$ cat src/rtl/crc_arbiter.sv
// crc_arbiter: round-robin front end that shares one
// combinational CRC-8 (poly 0x55) unit between two requesters.

module crc8_unit (
  input  logic [0:79] i_frame,
  output logic [0:7]  o_crc
);

  // Serial CRC-8 unrolled over the whole frame, bit 0 shifted in first
  always_comb begin
    logic [7:0] c;
    c = 8'h00;
    for (int k = 0; k < 80; k++) begin
      c = {c[6:0], i_frame[k]} ^ (c[7] ? 8'h55 : 8'h00);
    end
    o_crc = c;
  end

endmodule

module crc_arbiter (
  input  logic        clk,
  input  logic        rst,
  input  logic        req0,
  input  logic [0:79] frame0,
  input  logic        chk0,
  input  logic [0:7]  exp0,
  input  logic        req1,
  input  logic [0:79] frame1,
  input  logic        chk1,
  input  logic [0:7]  exp1,
  output logic        done0,
  output logic        done1,
  output logic [0:7]  crc_o,
  output logic        match_o,
  output logic        busy,
  output logic [7:0]  err_cnt
);

  localparam logic [1:0] IDLE = 2'd0;
  localparam logic [1:0] CALC = 2'd1;
  localparam logic [1:0] DONE = 2'd2;

  logic [1:0]  r_state;
  logic [0:79] r_frame;
  logic        r_chk;
  logic [0:7]  r_exp;
  logic        r_owner;
  logic        r_rr_last;
  logic [0:7]  r_crc;
  logic        r_match;
  logic        r_done0;
  logic        r_done1;
  logic [7:0]  r_err_cnt;

  logic        w_any;
  logic        w_owner;
  logic [0:7]  w_crc;
  logic        w_eq;
  logic        w_miss;
  logic        w_grant;
  logic        w_calc;

  assign w_any   = req0 | req1;
  // On a tie the requester that was not served last wins
  assign w_owner = (req0 & req1) ? ~r_rr_last : req1;
  assign w_grant = (r_state == IDLE) & w_any;
  assign w_calc  = (r_state == CALC);
  assign w_eq    = (w_crc == r_exp);
  assign w_miss  = r_chk & ~w_eq;

  crc8_unit u_crc (
    .i_frame (r_frame),
    .o_crc   (w_crc)
  );

  // Sequencer: IDLE -> CALC -> DONE -> IDLE
  always_ff @(posedge clk or posedge rst) begin
    if (rst) begin
      r_state <= IDLE;
    end else begin
      unique case (r_state)
        IDLE:    r_state <= w_any ? CALC : IDLE;
        CALC:    r_state <= DONE;
        DONE:    r_state <= IDLE;
        default: r_state <= IDLE;
      endcase
    end
  end

  // Capture the winner's request so later input changes are ignored
  always_ff @(posedge clk or posedge rst) begin
    if (rst) begin
      r_frame   <= '0;
      r_chk     <= 1'b0;
      r_exp     <= '0;
      r_owner   <= 1'b0;
      r_rr_last <= 1'b1;
    end else if (w_grant) begin
      r_frame   <= w_owner ? frame1 : frame0;
      r_chk     <= w_owner ? chk1 : chk0;
      r_exp     <= w_owner ? exp1 : exp0;
      r_owner   <= w_owner;
      r_rr_last <= w_owner;
    end
  end

  // Results and done pulses; results hold until the next CALC edge
  always_ff @(posedge clk or posedge rst) begin
    if (rst) begin
      r_crc   <= '0;
      r_match <= 1'b0;
      r_done0 <= 1'b0;
      r_done1 <= 1'b0;
    end else begin
      r_done0 <= w_calc & ~r_owner;
      r_done1 <= w_calc & r_owner;
      if (w_calc) begin
        r_crc   <= w_crc;
        r_match <= r_chk & w_eq;
      end
    end
  end

  // Saturating count of failed checks
  always_ff @(posedge clk or posedge rst) begin
    if (rst) begin
      r_err_cnt <= 8'd0;
    end else if (w_calc && w_miss && r_err_cnt != 8'hFF) begin
      r_err_cnt <= r_err_cnt + 8'd1;
    end
  end

  assign done0   = r_done0;
  assign done1   = r_done1;
  assign crc_o   = r_crc;
  assign match_o = r_match;
  assign busy    = (r_state != IDLE);
  assign err_cnt = r_err_cnt;

endmodule

$ cat config.mk
export PLATFORM = sky130hd
export DESIGN_NAME = crc_arbiter
export DESIGN_NICKNAME = d
export VERILOG_FILES = /design/src/rtl/crc_arbiter.sv
export SDC_FILE = /design/constraint.sdc
export NUM_CORES = 1
export LEC_CHECK = 0
export ABC_AREA = 1
export BUFFER_PORTS_ARGS = -buffer_cell sky130_fd_sc_hd__buf_2
export CAP_MARGIN = 15
export CELL_PAD_IN_SITES_DETAIL_PLACEMENT = 1
export CELL_PAD_IN_SITES_GLOBAL_PLACEMENT = 2
export CORE_ASPECT_RATIO = 1.25
export CORE_MARGIN = 4
export CORE_UTILIZATION = 28
export DETAILED_ROUTE_END_ITERATION = 8
export GPL_ROUTABILITY_DRIVEN = 0
export PLACE_DENSITY = 0.84
export SYNTH_ARGS = -nofsm -noshare
export SYNTH_HDL_FRONTEND = slang
export SYNTH_SLANG_ARGS = --single-unit
$ cat constraint.sdc
create_clock -name clk -period 3.7 [get_ports clk]
set_clock_uncertainty 0.05 [all_clocks]
set_input_delay 0 -clock clk [delete_from_list [all_inputs] [get_ports clk]]
set_output_delay 0 -clock clk [all_outputs]
set_load 0.01 [all_outputs]
==> results.ini <==
[logic_synthesis]
ys_types=28
yosysWarningCount=0
async_flop_share=1.000
synthXorXnorAreaFrac=0.08447
synth_seq_cells=112
synth_top_family_by_area=simple AND/OR/NAND/NOR gates
synth_compound_area_frac=0.1205
ys_seq_area_frac=0.4179
synth_edf_count=0
synth_cells=928
postSynthAreaPerCell_um2=7.231
syn_nets=1111
synth_flop_cell=dfrtp_1
synthAdderAreaFrac=0.001865
synth-simple-area-share=0.3002
synth_mux_area_frac=0
syn_area_um2=6710

[sta]
setup_viol=0
hold_viol_final=0
slew_violations=0
rsz0062_at_grt=no
fmax_ghz=0.3170
fin_crit_sh=0.8527
tightest_slew_ns=0.9369
fin_ws_ns=0.5450
setup_tns_ns=0
post-route-min-period_ns=3.155
max-slew-margin-rel=0.3739

[critical_path]
cp_slowest_stage_delay_ns=0.58
path_class=flip-flop to flip-flop
slowest_stage=dlygate4sd3_1
critPathCaptureType=flip-flop
critical_path_arrival_ns=3.35
worstPathMaxFanout=54
path_cells=nand2_1 -> nand2_4 -> inv_2 -> buf_4 -> o21ai_0 -> o22ai_1 -> dlygate4sd3_1
start_kind=flip-flop
cp.required_ns=3.89

[global_route]
grt_antenna_before_repair=2
grt_max_degree=56
grt_overflow=0
grt_pass1_vias=8158
grt_usage=0.1946
grt_pass1_wl_um=42040

[clock_network]
clk_latency_ns=0.36
cts_sinks=112
cts_resized=0
cts_tree=built
htree_levels=3
ctsRootBufferMaster=clkbuf_16
cts_made_buffers=9
clk_pin_slew_ns=0.08
ctsLongestPathBuffers=2

[placed_design]
placed_cells=1390
place.port_buffers=201
dpl.hpwl_um=17390
preCtsSetupSlack_ns=0.8207

[cells_and_area]
seqCellArea_um2=2804
num-fill-cells=2968
layout_common_cells=nand2_1, buf_2, dlygate4sd3_1, dfrtp_1, nor2_1
final_cells=1588
final_common_cell=nand2_1
multi_input_area_um2=3417
syn2layout_area_growth_pct=51.43
num-nets-final=1472
drive_above_1_share=0.1994

[pwr]
power.total_w=0.01164
power.density_nw_per_um2=1146
power.leakage_nw=5.105
ir_drop_uv=545.5

[route]
ant_nets=0
vias=7420
wl_per_cell_um=16.03
wl_um=25450
vias_per_cell=4.673
dr.pass1.iters=4
drc=0
drtIter0Drc=228

[die]
die_area_um2=26520
die_y_um=181.1
die_w_um=146.5
start_util=0.2838
pin_count=202
rows=63
core_area_um2=23650

[outcome]
status=complete, no violations

[job]
cap_viol_max_count=0

[worst_hold_path]
min_path_type=input pin to flip-flop

## layer usage
metal / routed length [um] / up-vias / track usage
met5: 0 / - / 0
met4: 629 / 0 / 0.07229
met3: 878 / 31 / 0.02534
met2: 13040 / 153 / 0.3463
met1: 10900 / 3528 / 0.2397
li1: - / 3708 / -
## sequential cells by signal (all words and copies together) (netlist names)
signal and count:
r_rr_last 1, crc_o 8, done0 1, err_cnt 8, match_o 1, r_chk 1
done1 1, r_frame 80, r_state 2, r_owner 1, r_exp 8
## cell usage after synthesis (2+ instances only)
cell type | count | area share
inv_2 | 4 | 0.0022
nand3_1 | 65 | 0.048
xor2_2 | 2 | 0.0048
nor2_1 | 101 | 0.056
nand2_4 | 4 | 0.0067
nand3_2 | 5 | 0.0075
nand2_2 | 7 | 0.0065
xnor2_1 | 28 | 0.037
dfrtp_1 | 111 | 0.41
o22ai_1 | 39 | 0.036
xor2_1 | 33 | 0.043
nand3b_1 | 5 | 0.0056
nor2_2 | 3 | 0.0028
nor3_1 | 3 | 0.0022
nand2_1 | 288 | 0.16
inv_1 | 83 | 0.046
clkbuf_1 | 38 | 0.021
buf_6 | 2 | 0.0034
a31oi_1 | 51 | 0.048
o21ai_0 | 48 | 0.036
## path summary, 6_finish.rpt
check                                      start                       to  slack [ns]  depth (start not counted)
max                        r_rr_last$_DFFE_PP1P_  r_frame[31]$_DFFE_PP0P_        0.54                          7
min                                    frame0[0]   r_frame[0]$_DFFE_PP0P_        0.07                          3
max reg2reg                r_rr_last$_DFFE_PP1P_  r_frame[31]$_DFFE_PP0P_        0.54                          7
min reg2reg                  r_owner$_DFFE_PP0P_          done0$_DFF_PP0_        0.39                          1
max in group asynchronous                    rst    r_rr_last$_DFFE_PP1P_        2.36                          4
min in group asynchronous                    rst   r_frame[9]$_DFFE_PP0P_        0.27                          3
## report_power, final
part	leakage [nW]	internal (W)	total [W]	switching (W)
registers	1.33	0.00183	0.00235	0.000518
clock network	0.154	0.000556	0.00106	0.000509
logic	3.63	0.00343	0.00823	0.00480
total	5.11	0.00582	0.0116	0.00582
## what timing repair did
action	in CTS	in global routing
buffers inserted	0	0
hold endpoints to repair	143	0
hold buffers	180	0
## cells by family (layout without fill, tap and decap cells)
group           Yosys count  after routing
simple gates            484            484
compound gates          139            139
buf+inv                 129            495
flops                   112            112
xor+xnor                 63             63
fa+ha+maj                 1              1
other cells               0              2
## critical path, delay by kind of cell (launching register included)
kind | cells | cell delay [ns]
flops | 1 | 0.54
simple gates | 2 | 0.46
compound gates | 2 | 0.49
buf+inv | 3 | 1.45
## layout make-up
class / count / area share
multi-input cells: 687 / 0.3363
repair buffers: 392 / 0.2881
flip-flops and latches: 112 / 0.2760
well taps: 292 / 0.03596
inverters: 87 / 0.03239
clock buffers: 10 / 0.02352
clock inverters: 6 / 0.007265
diodes: 2 / 0.0004925
## per-stage QoR
stage	utilization	hold slack, ns	cell area, um^2
floorplan	-	0.1061	6710
global placement	0.3401	0.1412	8041
detailed placement	0.3401	0.1492	8041
CTS	0.4295	0.04789	10160
global route	0.4297	0.07560	10160
finish	0.4297	0.07251	10160
Power figures use the tool's default switching activity.
